`src/rtl/mimo_sym_packer.sv`:
```
// Packs detected 4x4 QPSK vectors (one byte each) into 32-bit words with frame marking and an
// output FIFO. Define SYM_PACK_GRAY_EN to Gray-map each 2-bit symbol index before packing.
module mimo_sym_packer #(
  parameter int unsigned FIFO_DEPTH = 4,
  parameter int unsigned FRAME_LEN  = 16
) (
  input  logic                          clk,
  input  logic                          rst_n,
  input  logic                          in_valid,
  output logic                          in_ready,
  input  logic [2:0]                    demod_1,
  input  logic [2:0]                    demod_2,
  input  logic [2:0]                    demod_3,
  input  logic [2:0]                    demod_4,
  output logic                          out_valid,
  input  logic                          out_ready,
  output logic [31:0]                   out_data,
  output logic                          out_last,
  output logic [2:0]                    out_bytes,
  output logic [$clog2(FIFO_DEPTH):0]   fifo_count
);

  localparam int unsigned PtrW = $clog2(FIFO_DEPTH);
  localparam int unsigned CntW = PtrW + 1;
  localparam int unsigned VecW = (FRAME_LEN > 1) ? $clog2(FRAME_LEN) : 1;

  function automatic logic [1:0] map_sym(input logic [1:0] idx);
`ifdef SYM_PACK_GRAY_EN
    return {idx[1], idx[1] ^ idx[0]};
`else
    return idx;
`endif
  endfunction

  logic [7:0]      vec_byte;
  logic            unused_msb;
  logic            accept, pop, push, word_done, frame_end;
  logic [31:0]     push_data;
  logic [2:0]      push_bytes;

  logic [23:0]     pack_reg_q, pack_reg_d;
  logic [1:0]      pack_cnt_q, pack_cnt_d;
  logic [VecW-1:0] vec_cnt_q, vec_cnt_d;
  logic [PtrW-1:0] wr_ptr_q, wr_ptr_d, rd_ptr_q, rd_ptr_d;
  logic [CntW-1:0] count_q, count_d;

  logic [31:0]     mem_data_q  [FIFO_DEPTH];
  logic [2:0]      mem_bytes_q [FIFO_DEPTH];
  logic            mem_last_q  [FIFO_DEPTH];

  assign vec_byte   = {map_sym(demod_4[1:0]), map_sym(demod_3[1:0]),
                       map_sym(demod_2[1:0]), map_sym(demod_1[1:0])};
  assign unused_msb = ^{demod_1[2], demod_2[2], demod_3[2], demod_4[2]};

  always_comb begin
    accept     = in_valid & in_ready;
    pop        = out_valid & out_ready;
    frame_end  = (vec_cnt_q == VecW'(FRAME_LEN - 1));
    word_done  = (pack_cnt_q == 2'd3) | frame_end;
    push       = accept & word_done;
    // Upper bytes beyond the new one stay zero because pack_reg clears after every push.
    push_data  = {8'h00, pack_reg_q};
    push_data[8*pack_cnt_q +: 8] = vec_byte;
    push_bytes = {1'b0, pack_cnt_q} + 3'd1;
  end

  always_comb begin
    pack_reg_d = pack_reg_q;
    pack_cnt_d = pack_cnt_q;
    vec_cnt_d  = vec_cnt_q;
    if (accept) begin
      vec_cnt_d = frame_end ? '0 : vec_cnt_q + VecW'(1);
      if (word_done) begin
        pack_reg_d = '0;
        pack_cnt_d = '0;
      end else begin
        pack_reg_d = push_data[23:0];
        pack_cnt_d = pack_cnt_q + 2'd1;
      end
    end
    wr_ptr_d = wr_ptr_q + PtrW'(push);
    rd_ptr_d = rd_ptr_q + PtrW'(pop);
    count_d  = count_q + CntW'(push) - CntW'(pop);
  end

  always_ff @(posedge clk or negedge rst_n) begin
    if (!rst_n) begin
      pack_reg_q <= '0;
      pack_cnt_q <= '0;
      vec_cnt_q  <= '0;
      wr_ptr_q   <= '0;
      rd_ptr_q   <= '0;
      count_q    <= '0;
    end else begin
      pack_reg_q <= pack_reg_d;
      pack_cnt_q <= pack_cnt_d;
      vec_cnt_q  <= vec_cnt_d;
      wr_ptr_q   <= wr_ptr_d;
      rd_ptr_q   <= rd_ptr_d;
      count_q    <= count_d;
    end
  end

  // Storage needs no reset: outputs are gated by the count.
  always_ff @(posedge clk) begin
    if (push) begin
      mem_data_q[wr_ptr_q]  <= push_data;
      mem_bytes_q[wr_ptr_q] <= push_bytes;
      mem_last_q[wr_ptr_q]  <= frame_end;
    end
  end

  always_comb begin
    in_ready   = (count_q != CntW'(FIFO_DEPTH));
    out_valid  = (count_q != '0);
    out_data   = out_valid ? mem_data_q[rd_ptr_q]  : '0;
    out_bytes  = out_valid ? mem_bytes_q[rd_ptr_q] : '0;
    out_last   = out_valid ? mem_last_q[rd_ptr_q]  : 1'b0;
    fifo_count = count_q;
  end

endmodule

```
`config.mk`:
```
export PLATFORM = sky130hd
export DESIGN_NAME = mimo_sym_packer
export DESIGN_NICKNAME = d
export VERILOG_FILES = /design/src/rtl/mimo_sym_packer.sv
export SDC_FILE = /design/constraint.sdc
export NUM_CORES = 1
export LEC_CHECK = 0
export CORE_MARGIN = 2
export CORE_UTILIZATION = 40
export CTS_BUF_LIST = sky130_fd_sc_hd__clkbuf_4 sky130_fd_sc_hd__clkbuf_8 sky130_fd_sc_hd__clkbuf_16
export DETAILED_ROUTE_END_ITERATION = 8
export PLACE_DENSITY = 0.62
export RECOVER_POWER = 25
export SYNTH_ARGS = -nofsm -noshare
export SYNTH_HDL_FRONTEND = slang
export SYNTH_SLANG_ARGS = --single-unit
```
`constraint.sdc`:
```
create_clock -name clk -period 4.9 [get_ports clk]
set_clock_uncertainty 0.05 [all_clocks]
set_input_delay 0.49 -clock clk [delete_from_list [all_inputs] [get_ports clk]]
set_output_delay 0.49 -clock clk [all_outputs]
set_load 0.05 [all_outputs]
```
# == After elaboration in Yosys (flattened, before gate mapping) ==
# Memories as Yosys holds them, arrays and structs flattened.
# Cells that the tools add are included.
# op_classes
n_shift,2
bitwise_logic,4
div_mod_pow,0
add_sub_neg,8
n_eq_ne,3
magnitude_cmp,0
muxes,9
n_reduce_logical,1
n_mul,0
# ops
cell,n
negator 5 -> 34 bit,1
"variable shift 8 x 34 -> 32 bit, first input constant",1
variable part select 8 x 34 -> 32 bit,1
bitwise mux 32 bit,1
2-to-1 mux 32 bit,1
2-to-1 mux 24 bit,1
adder 2 x 1 -> 2 bit,2
"adder 4 x 1 -> 4 bit, second input constant",1
"== test 4 bit, second input constant",1
2-to-1 mux 4 bit,1
"adder 2 x 1 -> 3 bit, second input constant",1
adder 3 x 1 -> 3 bit,1
bitwise AND 1 bit,3
2-to-1 mux 1 bit,3
2-to-1 mux 3 bit,1
"inequality test 3 bit, second input constant",1
nonzero test 3 bit,1
subtractor 3 x 1 -> 3 bit,1
"adder 2 x 1 -> 2 bit, second input constant",1
"== test 2 bit, second input constant",1
2-to-1 mux 2 bit,1
bitwise OR 1 bit,1
# totals
n_memories,3
mem_bits_ro,0
mem_bits_rw,144
in_bits,16
latchBits,0
regBits,37
# memory_table
name,words,word_bits,read_ports,rd_clocked_by_memory_dff,wr,line,source
mem_data_q,4,32,1,0,1,47,logic [31:0] mem_data_q [FIFO_DEPTH];
mem_bytes_q,4,3,1,0,1,48,logic [2:0] mem_bytes_q [FIFO_DEPTH];
mem_last_q,4,1,1,0,1,49,logic mem_last_q [FIFO_DEPTH];

# == Longest topological paths before layout ==
# Gate-level depths: netlist of the first run.
# depth
word_depth,5
ltp_mapped,9

# == Worst setup path after synthesis of the first run ==
# OpenSTA, ideal clock, no wires.
# synth_path
path_kind,register to register
start,reg count_q[1] (netlist: fifo_count[1])
end,"mem mem_bytes_q[3][0], enable pin"
setup_slack_ns,-0.510
path_stages_with_launch,5
required_time_ns,4.330
t_arrival_ns,4.840
path_cell_list,dfrtp_1 > or3b_1 > buf_6 > nand2_1 > nor4bb_1
# synth_via
elab_chain_cells,5
# synth_rtl
item,line,source
from (decl),45,"logic [CntW-1:0] count_q, count_d;"
from (signal assigned),100,count_q <= count_d;
inequality test 3 bit,114,in_ready = (count_q != CntW'(FIFO_DEPTH));
via in_ready,10,"output logic in_ready,"
bitwise AND 1 bit,56,accept = in_valid & in_ready;
bitwise AND 1 bit,60,push = accept & word_done;
2-to-1 mux 1 bit,106,if (push) begin
2-to-1 mux 1 bit (implied by the code),108,mem_bytes_q[wr_ptr_q] <= push_bytes;
to (decl),48,
# The timed path passes the listed nets, and every way through them passes these cells.

# == Worst setup path after layout of the first run ==
# layout_path
start,reg count_q[1] (netlist: fifo_count[1])
end,out out_data[21]
# layout_via
elab_chain_cells,2
# layout_rtl
item,line,source
nonzero test 3 bit,115,out_valid = (count_q != '0);
2-to-1 mux 32 bit,116,out_data = out_valid ? mem_data_q[rd_ptr_q] : '0;
to (decl),17,"output logic [31:0] out_data,"
# Every way passes these cells.

==> results of run 1 <==
## routing by layer
layer	up-vias	part of all wire	wire (microns)	track usage
met5	-	0	0	0
met4	0	0.018	269	0.0606
met3	21	0.042	629	0.0356
met2	100	0.50	7450	0.276
met1	2071	0.44	6520	0.205
li1	1784	-	-	-
## cell usage in the layout (no fill, tap or decap), drive strengths merged, types with 3 or more instances in the layout
| cell | instances |
|---|---|
| edfxtp | 144 |
| clkdlybuf4s50 | 49 |
| and2 | 44 |
| dfrtp | 37 |
| inv | 37 |
| mux4 | 36 |
| nand2 | 27 |
| o21ai | 24 |
| a22o | 24 |
| clkbuf | 20 |
| buf | 11 |
| ha | 8 |
| xnor2 | 5 |
| o211ai | 4 |
| nand3 | 3 |
| clkinvlp | 3 |
| and4 | 3 |
| clkinv | 3 |
## cell type report
type                            instances  area (sq um)
Tap cell                              229           287
Inverter                               29           109
Clock inverter                         15           146
Multi-Input combinational cell        204          1990
Timing Repair Buffer                   65           629
Sequential cell                       181          5250
Fill cell                            1487          9250
Clock buffer                           17           425
## registers in the layout (all words and copies together), names as in the netlist
| register | count |
|---|---|
| fifo_count | 3 |
| mem_bytes_q | 12 |
| mem_data_q | 128 |
| mem_last_q | 4 |
| pack_cnt_q | 2 |
| pack_reg_q | 24 |
| rd_ptr_q | 2 |
| vec_cnt_q | 4 |
| wr_ptr_q | 2 |
## power groups by stage
stage | Clock [W] | Sequential (W) | Combinational (W)
4_1_cts | 0.00134 | 0.00221 | 0.00260
5_1_grt | 0.00139 | 0.00225 | 0.00273
2_1_floorplan | 0 | 0.00217 | 0.00185
3_3_place_gp | 0 | 0.00223 | 0.00256
6_report | 0.00131 | 0.00221 | 0.00256
3_5_place_dp | 0 | 0.00224 | 0.00259
## logic make-up (layout without fill, tap and decap cells)
family | count (synthesis) | count (layout) | synth area share
DFF | 181 | 181 | 0.705
and+or+nand+nor | 93 | 93 | 0.0728
AOI/OAI and AO/OA | 56 | 56 | 0.0530
buffers and inverters | 52 | 126 | 0.0313
muxes | 39 | 39 | 0.113
adders and majority gates | 9 | 9 | 0.0161
xor gates and xnor gates | 7 | 7 | 0.00824
## path summary, 6_finish.rpt
check                               startpoint             end  slack, ps  cells after the start
worst max-delay path             fifo_count[1]    out_data[21]       1150                      4
worst min-delay path            pack_reg_q[12]  pack_reg_q[12]        460                      1
worst max register to register   fifo_count[1]   fifo_count[2]       1640                      9
worst min register to register  pack_reg_q[12]  pack_reg_q[12]        460                      1
max in group asynchronous                rst_n     rd_ptr_q[0]       2880                      1
min in group asynchronous                rst_n   fifo_count[2]        590                      1
## through the flow
| stage | hold WS, ps | power (W) | worst slack, ps | util |
|---|---|---|---|---|
| CTS | 135 | 0.00615 | 1260 | 0.489 |
| global route | 468 | 0.00637 | 807 | 0.489 |
| detailed placement | 432 | 0.00484 | 1670 | 0.458 |
| floorplan | 144 | 0.00402 | 335 | - |
| finish | 458 | 0.00608 | 1150 | 0.489 |
| global placement | 434 | 0.00478 | 1720 | 0.458 |
## critical path, cell delays in order, from the launching register on
cell and delay, ps:
dfrtp_1 450, or3_1 130, clkbuf_1 1100, and2_1 270, clkdlybuf4s50_1 810
==> summary.md, run 1 <==
| Metric | Value |
|---|---|
| Status | `finished, violations left` |
| Failing checks | `capacitance limit, slew limit` |
| Sum Neg Setup Slack | `0 ps` |
| Fmax achieved | `0.267 GHz` |
| Leak pwr | `3.08 nW` |
| Fin crit period | `3750 ps` |
| Die area | `0.0197 sq mm` |
| Least-Margin Pin Slew | `2060 ps` |
| Gr ovfl total | `0` |
| Distinct cells, synth | `40` |
| Drt wl/cell | `20.1 microns` |
| Hold_buf cts | `0` |
| Startpoint Class | `flip-flop` |
| Number of synthesized flops with an enable pin | `144` |
| CTS sink cnt | `181` |
| Arr. time, crit path | `3210 ps` |
| DR vias | `3,976` |
| H-tree depth | `4` |
| Die W | `140 microns` |
| Sequential share of the synthesized area | `0.705` |
| Worst slew margin | `-0.375` |
| # setup viols final | `0` |
| Final Non-Filler Cells | `740` |
| Net Sw Frac | `0.388` |
| Max cap viols | `2` |
| Peak supply drop | `0.357 mV` |
| CP Class | `flip-flop to output pin` |
| CP Data Required Time | `4360 ps` |
| Core Rows | `49` |
| Layout Nets | `523` |
| P per Cell Area | `688 mW/mm^2` |
| Sequential share of power | `0.363` |
| Diodes inserted | `0` |
| Unrepaired setup endpoints after global routing | `false` |
| Post-Route WL | `14,900 microns` |
| Post_cts resized | `0` |
| Clock transition at path regs | `70 ps` |
| Worst skew pair latency | `430 ps` |
| Crit share post-route | `0.765` |
| RePlAce Congestion | `0.796` |
| Design Area, Final | `0.00884 sq mm` |
| Flops & latches, synth | `181` |
| Int Pwr | `0.00372 W` |
| Async SR Flop Fraction | `0.204` |
| Vias in the first global route | `4,236` |
| CTS Buf Count | `17` |
| CTS root buf | `clkbuf_16` |
| Comb power frac | `0.420` |
| Starting Density | `0.412` |
| Yosys warnings | `0` |
| Largest net degree at the start of global routing | `40` |
| Antenna-violating nets left | `0` |
| Most used DFF post-synth | `edfxtp_1` |
| Port bufs | `52` |
| CORE AREA | `0.0181 sq mm` |
| Syn Area/Cell | `17.0 sq um` |
| CTS tree | `built` |
| Dominant cell type by area after synthesis | `edfxtp_1` |
| Clock Path Buffers | `2` |
| Most common cell in the synthesized netlist | `edfxtp_1` |
| Cells after synthesis | `437` |
| Initial antenna violation count | `0` |
| Starting DRC count in detailed routing | `313` |
| Post-CTS Setup Inserts | `0` |
| CP Capture Type | `output pin` |
| Max-slew violation count | `78` |
| Synth top area cells | `edfxtp_1 (58%), dfrtp_1 (12%), mux4_2 (11%)` |
| First-pass GRT wire length | `23,600 microns` |
| Fraction of layout cells with a size suffix above 1 | `0.174` |
| Total GRT Usage | `0.162` |
| DRC errors left | `0` |
| DRT Pass-1 Iters | `4` |
| Final hold violation count | `0` |
| Power share of the clock group | `0.216` |
| Area post-placement | `0.00828 sq mm` |
| Post-Syn Area | `0.00744 sq mm` |
| Switching power total | `0.00236 W` |
| Share of the synthesized area in the top cell type | `0.581` |
| Die H | `140 microns` |
| Maximum fanout along the worst path | `39` |
| I/O pins | `57` |
| Post-DR vias/cell | `5.37` |
| Commonest cells post-synth | `edfxtp_1 (144), and2_1 (44), dfrtp_1 (37)` |
| Worst min-delay path class | `flip-flop to flip-flop` |
| Syn nets | `462` |
| Placed instance count | `708` |
| Area Growth Syn to Fin | `18.7%` |
| Detailed Place HPWL | `9240 microns` |
Power figures use the tool's default switching activity.
==> run 2, diff against run 1 <==
==> constraint.sdc (replaced) <==
create_clock -name clk -period 3.12 [get_ports clk]
set_clock_uncertainty 0.05 [all_clocks]
set_input_delay 0.312 -clock clk [delete_from_list [all_inputs] [get_ports clk]]
set_output_delay 0.312 -clock clk [all_outputs]
set_load 0.05 [all_outputs]
==> run 2 against run 1 <==
Effect of this change: the run still ends with capacitance limit, slew limit left; largest power group unchanged; routed wire length is 1.3% higher; sequential power is 52% higher; die area stayed put; sequential share of layout area is 0.36 points higher; combinational power is 59% higher; via count is 0.25% higher.
==> summary.md, run 2 (synthesis results as in run 1) <==
| Metric | Value |
|---|---|
| Worst-path cell chain | `or3_1, buf_4, clkdlybuf4s50_1` |
| Fin crit period | `2630 ps` |
| Status | `finished, violations left` |
| Die W | `140 microns` |
| Startpoint Class | `flip-flop` |
| Die area | `0.0197 sq mm` |
| Antenna-violating nets left | `0` |
| Post-CTS Setup Inserts | `0` |
| Sequential standard cell area | `0.00525 sq mm` |
| Unrepaired setup endpoints after global routing | `false` |
| # setup viols final | `0` |
| Pre-CTS WS | `573 ps` |
| Post-DR vias/cell | `5.35` |
| Layout Nets | `528` |
| CP Data Required Time | `2760 ps` |
| Diodes inserted | `0` |
| Maximum fanout along the worst path | `38` |
| Reg with most FFs | `mem_data_q` |
| Area of the multi-input gates | `0.00201 sq mm` |
| Starting DRC count in detailed routing | `336` |
| Arr. time, crit path | `2270 ps` |
| Fraction of layout cells with a size suffix above 1 | `0.248` |
| Clock Path Buffers | `2` |
| H-tree depth | `4` |
| Worst Slack Setup Final | `485 ps` |
| Post_cts resized | `0` |
| Drt wl/cell | `20.2 microns` |
| Sum Neg Setup Slack | `0 ps` |
| Port bufs | `52` |
| Post-Route WL | `15,100 microns` |
| CP Capture Type | `output pin` |
| Gr ovfl total | `0` |
| Slowest CP cell | `clkdlybuf4s50_1` |
| Crit share post-route | `0.845` |
| Worst min-delay path class | `flip-flop to flip-flop` |
| Most frequent cells in the layout | `edfxtp_1 (144), buf_4 (50), mux4_2 (36), and2_1 (36), dfrtp_1 (36)` |
| Area Growth Syn to Fin | `18.0%` |
| Crit path buf inv count | `2` |
| CTS Buf Count | `17` |
| DRC errors left | `0` |
| Worst slew margin | `-0.365` |
| Final hold violation count | `0` |
| Worst skew pair latency | `430 ps` |
| Die H | `140 microns` |
| Initial antenna violation count | `0` |
| DR vias | `3,986` |
| Max cap viols | `1` |
| Core Rows | `49` |
| P per Cell Area | `1080 mW/mm^2` |
| Area post-placement | `0.00822 sq mm` |
| Failing checks | `capacitance limit, slew limit` |
| Design Area, Final | `0.00878 sq mm` |
| Peak supply drop | `0.657 mV` |
| Leak pwr | `3.16 nW` |
| RePlAce Congestion | `0.759` |
| Fmax achieved | `0.380 GHz` |
| Detailed Place HPWL | `9250 microns` |
| Hold_buf cts | `1` |
| Least-Margin Pin Slew | `2050 ps` |
| CTS root buf | `clkbuf_16` |
| Total GRT Usage | `0.164` |
| Starting Density | `0.412` |
| Number of flip-flops in the largest register | `128` |
| DRT Pass-1 Iters | `5` |
| CP Class | `flip-flop to output pin` |
| Max-slew violation count | `38` |
| CTS sink cnt | `181` |
| Clock transition at path regs | `60 ps` |
| Largest net degree at the start of global routing | `39` |
| CORE AREA | `0.0181 sq mm` |
| I/O pins | `57` |
| Most common cell after layout, fill and taps aside | `edfxtp_1` |
| Final hold slack | `453 ps` |
| Biggest regs | `mem_data_q: 128 flops, pack_reg_q: 24 flops, mem_bytes_q: 12 flops` |
| Max incr delay on CP | `880 ps` |
| Vias in the first global route | `4,194` |
| CTS tree | `built` |
| Fillers | `1,501` |
| First-pass GRT wire length | `24,100 microns` |
| CP top delay family | `buffers and inverters` |
run 2: cell types whose count changed in the layout (fill, tap and decap cells not counted), sizes merged, moves of 2 or more:
cell           delta
buf              +40
clkdlybuf4s50    -37
clkinv            +6
inv               -6
dlygate4sd3       +2
run 2: worst paths after layout:
path                                start              to  slack [ps]  cells past startpoint
max                         fifo_count[1]       out_valid         490                      3
min                        pack_reg_q[18]  pack_reg_q[18]         450                      1
max reg2reg                 fifo_count[1]   fifo_count[2]         600                      8
min reg2reg                pack_reg_q[18]  pack_reg_q[18]         450                      1
max in group asynchronous           rst_n     rd_ptr_q[0]         750                      2
min in group asynchronous           rst_n   fifo_count[1]         950                      2
run 2: worst reg2reg max path: cells and delay by family (launching register included):
kind	cells	cell delay, ps
xor gates and xnor gates	3	560
adders and majority gates	2	560
buffers and inverters	1	50
DFF	1	440
and+or+nand+nor	2	800
run 2: through the flow:
step                      cells  power (W)  utilization
after global placement      712    0.00744        0.455
after floorplan             437    0.00633            -
final                       745    0.00946        0.486
after global routing        745    0.00993        0.486
after detailed placement    712    0.00754        0.455
after CTS                   745    0.00958        0.486
run 2: per-layer routing:
metal / share of wire / GRT usage / routed length (microns) / up-vias
met5: 0 / 0 / 0 / -
met4: 0.014 / 0.0510 / 204 / 0
met3: 0.053 / 0.0444 / 797 / 21
met2: 0.49 / 0.257 / 7320 / 113
met1: 0.45 / 0.225 / 6750 / 2059
li1: - / - / - / 1793
run 2: power breakdown:
group / internal (W) / total, W / switching, W
Clock: 0.00117 / 0.00204 / 0.000873
Combinational: 0.00148 / 0.00407 / 0.00260
Sequential: 0.00315 / 0.00335 / 0.000201
run 2: layout make-up:
class,instances,share of cell area
clock buffers,17,0.0484
clock inverters,15,0.0155
inverters,29,0.0124
multi-input cells,204,0.229
flip-flops and latches,181,0.598
well taps,229,0.0326
repair buffers,70,0.0645
==> run 3, diff against run 2 <==
==> constraint.sdc (replaced) <==
create_clock -name clk -period 2.2 [get_ports clk]
set_clock_uncertainty 0.05 [all_clocks]
set_input_delay 0.22 -clock clk [delete_from_list [all_inputs] [get_ports clk]]
set_output_delay 0.22 -clock clk [all_outputs]
set_load 0.05 [all_outputs]
==> run 3 against run 2 <==
Effect of this change: the run ends with setup timing left; flip-flop and latch count did not move; largest cell class unchanged; setup slack got worse by 530 ps; critical path depth rose by 2; count of clock-buffer cells in the layout rose by 3; first-iteration DRC count fell by 9.2%; register-to-register slack got worse by 600 ps; sequential power rose by 41%; non-clock buffer count rose by 25; worst hold slack got worse by 53 ps; routed wire length rose by 6.2%; critical endpoint is now out_data[6]; combinational power rose by 100%.
==> summary.md, run 3 (synthesis results as in run 1) <==
| Metric | Value |
|---|---|
| Port bufs | `52` |
| Die area | `0.0197 sq mm` |
| R2R cell count | `6` |
| Drt wl/cell | `20.8 microns` |
| Layout Nets | `553` |
| Clock Path Buffers | `2` |
| Placed instance count | `732` |
| Post-Route WL | `16,000 microns` |
| CTS root buf | `clkbuf_16` |
| Fin crit period | `2240 ps` |
| Final hold violation count | `0` |
| First-pass GRT wire length | `24,700 microns` |
| CORE AREA | `0.0181 sq mm` |
| Max-slew violation count | `0` |
| Status | `finished, violations left` |
| H-tree depth | `4` |
| I/O pins | `57` |
| Worst min-delay path class | `input pin to flip-flop` |
| DRT Pass-1 Iters | `4` |
| CTS Buf Count | `17` |
| R2R Path Start | `pack_cnt_q[1]` |
| Starting DRC count in detailed routing | `305` |
| Most common cell after layout, fill and taps aside | `edfxtp_1` |
| Leak pwr | `3.56 nW` |
| Least-Margin Pin Slew | `977 ps` |
| R2R setup slack | `0 ps` |
| Diodes inserted | `0` |
| Clock transition at path regs | `70 ps` |
| RePlAce Congestion | `0.782` |
| Vias in the first global route | `4,358` |
| Worst path most repeated cell | `buf_12` |
| Startpoint Class | `flip-flop` |
| CP startpoint | `rd_ptr_q[0]` |
| Starting Density | `0.412` |
| Area post-placement | `0.00890 sq mm` |
| Slowest CP cell | `mux4_2` |
| Critical Path Stages | `5` |
| Crit share post-route | `1.02` |
| Largest net degree at the start of global routing | `39` |
| DR vias | `4,138` |
| Sum Neg Setup Slack | `-364 ps` |
| Max incr delay on CP | `540 ps` |
| CTS sink cnt | `181` |
| Die W | `140 microns` |
| Worst-path cell chain | `buf_12, buf_12, mux4_2, and2_4, buf_12` |
| Reg with most FFs | `mem_data_q` |
| Most frequent cells in the layout | `edfxtp_1 (144), buf_12 (41), mux4_2 (36), and2_4 (36), dfrtp_1 (33)` |
| CP top delay family | `multiplexers` |
| Arr. time, crit path | `1970 ps` |
| Die H | `140 microns` |
| Total power | `0.0160 W` |
| Peak supply drop | `1.08 mV` |
| Post-DR vias/cell | `5.38` |
| P per Cell Area | `1660 mW/mm^2` |
| Core Rows | `49` |
| Biggest regs | `mem_data_q: 128 flops, pack_reg_q: 24 flops, mem_bytes_q: 12 flops` |
| Gr ovfl total | `0` |
| Final hold slack | `400 ps` |
| Failing checks | `setup timing` |
| R2r endpoint | `mem_data_q[3][6]` |
| Design Area, Final | `0.00967 sq mm` |
| Worst Slack Setup Final | `-44.7 ps` |
| CTS tree | `built` |
| Initial antenna violation count | `0` |
| Antenna-violating nets left | `0` |
| Fmax achieved | `0.445 GHz` |
| # setup viols final | `24` |
| Critical path destination | `out_data[6]` |
| Final Non-Filler Cells | `769` |
| Maximum fanout along the worst path | `8` |
| Worst skew pair latency | `430 ps` |
| CP Class | `flip-flop to output pin` |
| Fraction of layout cells with a size suffix above 1 | `0.372` |
| Crit path buf inv count | `3` |
| Unrepaired setup endpoints after global routing | `true` |
| CP Data Required Time | `1930 ps` |
| Worst slew margin | `0.348` |
| DRC errors left | `0` |
| CP Capture Type | `output pin` |
| Number of flip-flops in the largest register | `128` |
| Area Growth Syn to Fin | `29.9%` |
| Total GRT Usage | `0.168` |
| Detailed Place HPWL | `9810 microns` |
| Max cap viols | `0` |
run 3: cell count changes in the layout (fill, tap and decap cells not counted), sizes merged:
cell,previous run,this run
buf,51,70
clkbuf,20,31
clkinv,9,6
dlygate4sd3,4,1
inv,31,29
bufinv,2,3
clkdlybuf4s50,12,13
run 3: how the worst min path moves through the flow:
stage	depth (start not counted)	startpoint	end	slack, ps
after floorplan	0	rst_n	fifo_count[0]	-130
after global placement	1	rst_n	fifo_count[2]	320
after global routing	3	out_ready	rd_ptr_q[1]	420
after detailed placement	1	rst_n	fifo_count[2]	340
final	3	out_ready	rd_ptr_q[1]	400
after CTS	3	out_ready	rd_ptr_q[1]	410
run 3: layout make-up:
cell class / count / area [sq um]
inverters: 29 / 109
fillers: 1414 / 8420
clock inverters: 11 / 135
well taps: 229 / 287
repair buffers: 95 / 1300
multi-input cells: 204 / 2130
clock buffers: 20 / 448
flip-flops and latches: 181 / 5260
run 3: report_power, final:
group	switching [W]	leakage, nW	internal (W)
Combinational	0.00420	1.46	0.00408
Clock	0.00122	0.283	0.00180
Sequential	0.000259	1.82	0.00447
run 3: metrics by stage:
| step | setup slack, ps | utilization |
|---|---|---|
| 2_1_floorplan | -640 | - |
| 3_3_place_gp | 55.3 | 0.492 |
| 3_5_place_dp | -9.27 | 0.492 |
| 4_1_cts | -63.8 | 0.531 |
| 5_1_grt | -104 | 0.534 |
| 6_report | -44.7 | 0.534 |
run 3: timing repair:
action,CTS,global route
setup buffers,1,1
hold endpoints to repair,37,0
hold buffers,1,0
resized for setup,40,23
cloned,0,3
endpoints found under the setup margin,45,86
pin swaps,2,3
run 3: worst reg2reg max path, stage by stage (launching register included):
cell and delay (ps):
dfrtp_1 380, ha_1 200, clkbuf_1 270, a31oi_1 70, clkbuf_1 220, nor4bb_4 410
buf_12 260
run 3: layer usage:
metal | GRT usage | vias to the layer above | routed length, microns
met5 | 0 | - | 0
met4 | 0.0548 | 0 | 201
met3 | 0.0369 | 17 | 709
met2 | 0.260 | 114 | 7740
met1 | 0.238 | 2166 | 7350
li1 | - | 1841 | -
